`config.mk`:
```
export PLATFORM = sky130hd
export DESIGN_NAME = alu_arbiter
export DESIGN_NICKNAME = d
export VERILOG_FILES = /design/src/rtl/alu_arbiter.sv
export SDC_FILE = /design/constraint.sdc
export NUM_CORES = 1
export LEC_CHECK = 0
export ABC_AREA = 1
export BUFFER_PORTS_ARGS = -buffer_cell sky130_fd_sc_hd__buf_4
export CORE_ASPECT_RATIO = 0.75
export CORE_MARGIN = 2
export CORE_UTILIZATION = 36
export CTS_CLUSTER_SIZE = 14
export DETAILED_ROUTE_END_ITERATION = 7
export PLACE_DENSITY = 0.85
export SYNTH_ARGS = -nofsm -noshare
export SYNTH_HDL_FRONTEND = slang
export SYNTH_SLANG_ARGS = --single-unit
```
`constraint.sdc`:
```
create_clock -name clk -period 3.4 [get_ports clk]
set_input_delay 0.17 -clock clk [delete_from_list [all_inputs] [get_ports clk]]
set_output_delay 0.17 -clock clk [all_outputs]
set_load 0.05 [all_outputs]
```
`src/rtl/alu_arbiter.sv`:
```
// Round-robin arbiter sharing one 16-bit ALU between two requesters, with
// per-requester ownership lock and a one-entry response register tagged by id.
module alu_arbiter #(
   parameter int unsigned OP_WIDTH = 2
) (
   input  logic                clk,
   input  logic                reset,

   input  logic                req0_valid,
   output logic                req0_ready,
   input  logic [15:0]         req0_a,
   input  logic [15:0]         req0_b,
   input  logic [OP_WIDTH-1:0] req0_op,
   input  logic                req0_lock,

   input  logic                req1_valid,
   output logic                req1_ready,
   input  logic [15:0]         req1_a,
   input  logic [15:0]         req1_b,
   input  logic [OP_WIDTH-1:0] req1_op,
   input  logic                req1_lock,

   output logic [15:0]         alu_a,
   output logic [15:0]         alu_b,
   output logic [OP_WIDTH-1:0] alu_op,
   input  logic [15:0]         alu_out,

   output logic                rsp_valid,
   output logic                rsp_id,
   output logic [15:0]         rsp_data,
   input  logic                rsp_ready
);

   logic        can_accept;
   logic        gnt_valid;
   logic        gnt_id;
   logic        xfer;
   logic        xfer_lock;

   logic        last_q;
   logic        owned_q;
   logic        owner_q;
   logic        rsp_valid_q;
   logic        rsp_id_q;
   logic [15:0] rsp_data_q;

   assign can_accept = ~rsp_valid_q | rsp_ready;

   // Grant depends only on valids, response state and internal state, never on operands.
   always_comb begin
      gnt_valid = 1'b0;
      gnt_id    = 1'b0;
      if (!reset && can_accept) begin
         if (owned_q) begin
            gnt_valid = owner_q ? req1_valid : req0_valid;
            gnt_id    = owner_q;
         end else if (req0_valid && req1_valid) begin
            gnt_valid = 1'b1;
            gnt_id    = ~last_q;
         end else if (req0_valid || req1_valid) begin
            gnt_valid = 1'b1;
            gnt_id    = req1_valid;
         end
      end
   end

   assign req0_ready = gnt_valid & ~gnt_id & req0_valid;
   assign req1_ready = gnt_valid &  gnt_id & req1_valid;
   assign xfer       = req0_ready | req1_ready;
   assign xfer_lock  = req1_ready ? req1_lock : req0_lock;

   // Requester 0 drives the ALU whenever requester 1 is not granted.
   always_comb begin
      if (gnt_valid && gnt_id) begin
         alu_a  = req1_a;
         alu_b  = req1_b;
         alu_op = req1_op;
      end else begin
         alu_a  = req0_a;
         alu_b  = req0_b;
         alu_op = req0_op;
      end
   end

   always_ff @(posedge clk) begin
      if (reset) begin
         last_q      <= 1'b1;
         owned_q     <= 1'b0;
         owner_q     <= 1'b0;
         rsp_valid_q <= 1'b0;
         rsp_id_q    <= 1'b0;
         rsp_data_q  <= 16'h0000;
      end else if (xfer) begin
         rsp_data_q  <= alu_out;
         rsp_id_q    <= req1_ready;
         rsp_valid_q <= 1'b1;
         last_q      <= req1_ready;
         owned_q     <= xfer_lock;
         owner_q     <= req1_ready;
      end else if (rsp_ready && rsp_valid_q) begin
         rsp_valid_q <= 1'b0;
      end
   end

   assign rsp_valid = rsp_valid_q;
   assign rsp_id    = rsp_id_q;
   assign rsp_data  = rsp_data_q;

   one_ready_a: assert property (@(posedge clk) !(req0_ready && req1_ready));

endmodule

```
==> Yosys cells after proc, flatten, opt, wreduce, memory -nomap -nowiden <==
Index checks and enable logic that the tools add are counted.
{ "totals": {"wordCells": 36, "output_inout_bits": 54, "inputBits": 91, "reg_bits": 20, "latch_bits": 0, "ramBits": 0, "mem_count": 0, "romBits": 0} }
{ "classes": {"n_reduce_logical": 7, "magnitude_cmp": 0, "bitwise_logic": 9, "multipliers": 0, "add_sub_neg": 0, "div": 0, "mux": 15, "n_shift": 0, "eq_ne": 0} }
{ "op_table": {"columns": ["operator", "count"], "rows": [
  ["$mux 16", 2],
  ["$mux 1", 12],
  ["$and 1x1->1", 4],
  ["$logic_and 1x1->1", 4],
  ["$not 1->1", 3],
  ["$mux 2", 1],
  ["$or 1x1->1", 2],
  ["$reduce_bool 2->1", 1],
  ["$logic_not 1->1", 1],
  ["$logic_or 1x1->1", 1]
]} }

==> Longest topological paths before layout <==
Gate-level depths: netlist of run 1.
{ "logic_depth": {"word_depth": 10, "ltp_mapped": 11, "depth_no_buf": 10} }

==> Least setup slack after synthesis of run 1 <==
No wires, ideal clock.
{ "synth_path": {"path_kind": "register -> output", "start": "register, netlist name rsp_id", "end": "output port req0_ready", "arrival_time_ns": 1.877, "slack_ns": 1.353, "path_stages_with_launch": 4, "required_time_ns": 3.230, "n_path_buf": 0, "cell_sequence": "dfxtp_1 nand2_1 nand2_1 nor3_1"} }
{ "synth_lines": {"columns": ["element", "line_no", "text"], "rows": [
  ["to (decl)", "10", "output logic req0_ready,"]
]} }

==> flow_summary.yaml, run 1 <==
run_status:
  outcome: "completed"
worst_setup_path:
  crit_chain: "inv_1 > nand2_1 > nand2_1 > nand2_2 > nand2_4 > inv_6 > nand2_8 > inv_8 > nand2_1 > nand2_1 > buf_4"
  cpPeakStageDelay_ps: 380
  cp_slowest_cell: "dfxtp_1"
  critPathMaxFanout: 37
  crit_path_start_kind: "flop"
  end_kind: "output pin"
  worstPathRequired_ps: 3230
  worst_path_most_repeated_cell: "nand2_1"
  worst-r2r-cell-count: 8
  worst-setup-path-type: "flop to output pin"
  critPathArrivalTime_ps: 2030
sta:
  rsz0062_at_grt: "false"
  max_slew.worst_pin.slew_ps: 268.4
  drv_slew: 0
  clock.fmax_mhz: 454.5
  fin_crit_sh_pct: 64.71
  fin_skew_ps: 8.312
  finalSetupViolations: 0
  finalHoldViolCount: 0
  fin_tns_setup_ps: 0
  slew-limit-headroom_pct: 82.06
  period_needed_ps: 2200
clocking:
  cts_max_level: 1
  cts_tree: "done"
  ctsRootBufferMaster: "clkbuf_8"
  cts_buffer_depth: 2
  cts_resized: 0
  numCtsBuffers: 3
  clkTransAtPathRegs_ps: 70
  cts_hold_buf: 0
  postCtsSetupRepairBufs: 0
  numClockSinks: 20
  insertion_delay_ps: 260
finish:
  n_fill_cell: 291
  final_nets: 445
  drive_gt1_share_pct: 46.74
  design_area_mm2: 0.002391
  area_growth_pct: 87.35
  antenna_cells: 0
synthesis:
  synth.ff_latch_count: 20
  syn-num-nets: 306
  async_flop_share_pct: 0
  syn-cell-area_mm2: 0.001276
  avgSynthCellArea_um2: 5.936
  syn_inst: 215
  synth_warnings: 0
  synthFlopType: "dfxtp_1"
  yosysSeqAreaShare_pct: 31.37
  synth.distinct_cells: 21
  synth_edf_count: 0
grt:
  track_usage_pct: 21.54
  grt_max_degree: 38
  antenna_found_initial: 0
  grt_pass1_wl_mm: 7.079
  grt_overflow_total: 0
  first_global_vias: 1557
route:
  wirelength_mm: 4.590
  wl_per_cell_um: 11.68
  dr.pass1.iters: 4
  drt-initial-drc-count: 99
  ant_nets: 0
  vias: 1746
  via_per_inst: 4.443
  drc: 0
pwr:
  combPwrFrac_pct: 48.4
  p_int_uw: 577.4
  p_leak_nw: 1.386
  p_sw_uw: 384.4
  power.share.switching_pct: 39.97
  powerDensity_mw_per_mm2: 402.2
  clkPwrFrac_pct: 24.1
  ir_drop_mv: 0.3158
  seq_power_share_pct: 27.5
floorplan:
  start_util_pct: 38.29
  die_w_um: 72.75
  num_io_pins: 145
  die_h_um: 55.57
  core_mm2: 0.003333
  fp.dieArea_mm2: 0.004042
  num_rows: 18
place:
  port_buffers: 144
  gp_congestion: 0.8103
  hpwlAfterDp_mm: 3.770
  dpl_cell_area_mm2: 0.002320
worst_hold_path:
  hp-class: "input port to flop"
  holdPathStages: 2
flow_run:
  maxCapViolations: 0
-- Yosys cell counts (2+ instances only) --
master   number  share of area, %
nand2_1     105                31
nor2_1       34                10
dfxtp_1      20                31
o21ai_0      16               6.3
nand2_2      11               5.4
inv_1         6               1.8
buf_6         3               2.6
nand3_1       3               1.2
a21oi_1       2              0.78
buf_2         2              0.78
buf_4         2               1.2
inv_2         2              0.59
-- flip-flops by register name (all words and copies together) (netlist names) --
| name | cells |
|---|---|
| rsp_data | 16 |
| owned_q | 1 |
| rsp_id | 1 |
| last_q | 1 |
| rsp_valid | 1 |
-- metal layers --
layer  part of all wire [%]  vias to the layer above  track usage [%]
met5                      0                        -                0
met4                   0.92                        0            3.439
met3                    6.3                        6            4.745
met2                     52                       50            38.31
met1                     41                      756            26.72
li1                       -                      934                -
-- logic make-up (layout without fill, tap and decap cells) --
| logic type | after synthesis | after routing | share of synthesized area [%] |
|---|---|---|---|
| AOI/OAI and AO/OA | 18 | 18 | 7.059 |
| buffers and inverters | 20 | 158 | 10.78 |
| DFF | 20 | 20 | 31.37 |
| and+or+nand+nor | 157 | 157 | 50.78 |
-- stage by stage --
step	cells	setup WS, ps	utilization, %	power (mW)	hold slack, ps
2_1_floorplan	215	1353	-	0.5632	239.1
3_3_place_gp	389	1465	69.59	0.7325	349.3
3_5_place_dp	389	1395	69.59	0.7366	359.3
4_1_cts	393	1178	71.73	0.9693	88.51
5_1_grt	393	1034	71.73	1.010	97.75
6_report	393	1200	71.73	0.9617	95.25
-- worst paths after layout --
| kind | start | slack [ps] | end |
|---|---|---|---|
| max | rsp_id$_SDFFE_PP0P_ | 1200 | alu_op[1] |
| min | reset | 100 | rsp_valid$_SDFFE_PP0P_ |
| max reg2reg | rsp_id$_SDFFE_PP0P_ | 1980 | rsp_id$_SDFFE_PP0P_ |
| min reg2reg | rsp_data[10]$_SDFFE_PP0P_ | 490 | rsp_data[10]$_SDFFE_PP0P_ |
-- power groups by stage --
stage	Sequential [mW]	Combinational, mW	Clock [mW]
global route	0.267	0.494	0.249
finish	0.264	0.465	0.232
detailed placement	0.270	0.467	0
CTS	0.265	0.467	0.237
global placement	0.270	0.463	0
floorplan	0.330	0.233	0
-- layout by cell type, fill, tap and decap left out --
cell,Yosys,layout
clkbuf_8,0,3
buf_4,2,144
nand2_4,1,1
inv_2,2,2
nand3_1,3,3
nand2_2,11,11
nand4_1,1,1
bufinv_16,0,1
nand2_8,1,1
o21ai_0,16,16
nor3_1,1,1
inv_6,1,1
a21oi_1,2,2
dfxtp_1,20,20
nand2_1,105,105
nor2_1,34,34
inv_8,1,1
inv_1,6,6
-- cell type report --
cell class | count | area [um2] | share of cell area, %
clock inverters | 1 | 30.03 | 1.256
inverters | 10 | 50.05 | 2.093
clock buffers | 3 | 41.29 | 1.727
well taps | 40 | 50.05 | 2.093
flip-flops and latches | 20 | 400.4 | 16.75
repair buffers | 144 | 1081 | 45.21
multi-input cells | 175 | 738.2 | 30.87
-- critical path, delay by kind of cell (launching register included) --
kind / cells / cell delay (ps)
buffers and inverters: 4 / 690
flip-flops: 1 / 380
AND/OR/NAND/NOR: 7 / 700
Power figures use the tool's default switching activity.
==> run 2: changes to the inputs <==
==> config.mk (replaced) <==
export PLATFORM = sky130hd
export DESIGN_NAME = alu_arbiter
export DESIGN_NICKNAME = d
export VERILOG_FILES = /design/src/rtl/alu_arbiter.sv
export SDC_FILE = /design/constraint.sdc
export NUM_CORES = 1
export LEC_CHECK = 0
export ABC_AREA = 0
export BUFFER_PORTS_ARGS = -buffer_cell sky130_fd_sc_hd__buf_4
export CORE_ASPECT_RATIO = 0.75
export CORE_MARGIN = 2
export CORE_UTILIZATION = 33
export CTS_CLUSTER_SIZE = 14
export DETAILED_ROUTE_END_ITERATION = 7
export PLACE_DENSITY = 0.81
export SYNTH_ARGS = -nofsm -noshare
export SYNTH_HDL_FRONTEND = slang
export SYNTH_SLANG_ARGS = --single-unit
==> constraint.sdc (replaced) <==
create_clock -name clk -period 2.31 [get_ports clk]
set_input_delay 0.1155 -clock clk [delete_from_list [all_inputs] [get_ports clk]]
set_output_delay 0.1155 -clock clk [all_outputs]
set_load 0.05 [all_outputs]
==> run 2 against run 1 <==
Compared with the run above:
- via count decreased by 20%
- count of clock-buffer cells in the layout unchanged
- largest cell class unchanged
- non-clock buffer count rose by 3
- sequential power increased by 46%
- global-route usage is 1.1 points higher
- combinational power rose by 38%
- worst hold slack improved by 6.1 ps
==> flow_summary.yaml, run 2 <==
worst_setup_path:
  end_kind: "output pin"
  crit_path_start_kind: "flop"
  critPathArrivalTime_ps: 2070
  worstPathRequired_ps: 2190
  critPathMaxFanout: 36
  worst-setup-path-type: "flop to output pin"
synthesis:
  syn-cell-area_mm2: 0.001196
  synth.ff_latch_count: 20
  syn-num-nets: 206
  synth_top_area_share_pct: 33.47
  synth_area_leaders: "dfxtp_1, mux2_2, mux2i_1"
  syn_inst: 115
  synth_largest_area_cell: "dfxtp_1"
  synth_warnings: 0
  synthFlopType: "dfxtp_1"
  yosysMostFrequentCell: "mux2_2"
  async_flop_share_pct: 0
  synth.distinct_cells: 19
  yosysSeqAreaShare_pct: 33.47
  ys_top_cells_by_count: "mux2_2, nor2_1, dfxtp_1"
  avgSynthCellArea_um2: 10.40
  synth_edf_count: 0
clocking:
  numClockSinks: 20
  cts_hold_buf: 0
  cts_max_level: 1
  numCtsBuffers: 3
  postCtsSetupRepairBufs: 0
  clkTransAtPathRegs_ps: 70
  cts_buffer_depth: 2
  ctsRootBufferMaster: "clkbuf_8"
  cts_resized: 0
  cts_tree: "done"
  insertion_delay_ps: 250
finish:
  final_common_cell: "buf_4"
  antenna_cells: 0
  final_cell_mix: "buf_4, mux2_2, nor2_1, dfxtp_1, mux2i_1"
  largest_reg_flops: 16
  n_fill_cell: 286
  area_growth_pct: 97.80
  drive_gt1_share_pct: 71.81
  multi_input_area_um2: 747.0
  design_area_mm2: 0.002366
  layoutNonFillerInstCount: 299
  final_nets: 352
  fin_util_pct: 70.04
  seq_area_um2: 400.4
sta:
  fin_skew_ps: 2.897
  finalHoldViolCount: 0
  fin_tns_setup_ps: 0
  finalWorstSetupSlack_ps: 127.2
  period_needed_ps: 2183
  clock.fmax_mhz: 458.1
  finalSetupViolations: 0
  fin_crit_sh_pct: 94.49
  holdWs_ps: 101.4
  rsz0062_at_grt: "false"
  drv_slew: 0
  slew-limit-headroom_pct: 76.63
  max_slew.worst_pin.slew_ps: 340.8
route:
  vias: 1398
  wl_per_cell_um: 16.63
  via_per_inst: 4.676
  ant_nets: 0
  drc: 0
  dr.pass1.iters: 4
  drt-initial-drc-count: 37
  wirelength_mm: 4.973
floorplan:
  num_io_pins: 145
  start_util_pct: 35.41
  core_mm2: 0.003378
  die_w_um: 73.52
  fp.dieArea_mm2: 0.004127
  die_h_um: 56.14
  num_rows: 18
flow_run:
  maxCapViolations: 0
grt:
  grt_max_degree: 37
  grt_overflow_total: 0
  first_global_vias: 1395
  grt_pass1_wl_mm: 7.258
  antenna_found_initial: 0
  track_usage_pct: 22.62
pwr:
  p_leak_nw: 1.209
  finalPower_mw: 1.247
  powerDensity_mw_per_mm2: 527.0
  ir_drop_mv: 0.3392
run_status:
  outcome: "completed"
place:
  dpl_cell_area_mm2: 0.002325
  hpwlAfterDp_mm: 4.255
  place_ws_ps: 447.6
  port_buffers: 144
  gp_congestion: 0.8396
  place_inst: 296
worst_hold_path:
  hp-class: "input port to flop"
-- run 2: worst paths after layout --
kind / from / end / slack [ps] / cells after the start
min reg2reg: rsp_data[15]$_SDFFE_PP0P_ / rsp_data[15]$_SDFFE_PP0P_ / 490 / 2
min: alu_out[10] / rsp_data[10]$_SDFFE_PP0P_ / 100 / 3
max: rsp_valid$_SDFFE_PP0P_ / alu_a[12] / 130 / 6
max reg2reg: rsp_id$_SDFFE_PP0P_ / rsp_data[1]$_SDFFE_PP0P_ / 580 / 5
-- run 2: cell type report --
cell class	count	area share (%)
repair buffers	147	47.17
inverters	3	0.4759
flip-flops and latches	20	16.92
well taps	40	2.115
multi-input cells	86	31.57
clock buffers	3	1.745
-- run 2: power breakdown --
group | leakage, nW | total, mW | internal [mW] | switching, mW
Clock | 0.0216 | 0.218 | 0.116 | 0.102
Combinational | 1.02 | 0.644 | 0.269 | 0.375
Sequential | 0.164 | 0.385 | 0.369 | 0.0163
-- run 2: metal layers --
layer  GRT usage (%)  share of wire, %  vias to the layer above
met4           4.935               1.2                        0
met5               0                 0                        -
met2           42.22                55                       49
met3           3.986               4.1                        6
met1           26.28                40                      640
li1                -                 -                      703
-- run 2: worst max-delay path, stage by stage, from the launching register on --
cell and delay [ps]:
dfxtp_1 340, nor2b_1 350, nor2_1 170, nand3_1 160, buf_12 220, mux2_2 370
buf_4 190
-- run 2: logic make-up after synthesis --
kind of cell	Yosys count	synth area share, %
DFF	20	33.47
and+or+nand+nor	25	8.474
buffers and inverters	9	4.079
AOI/OAI and AO/OA	10	7.742
muxes	51	46.23
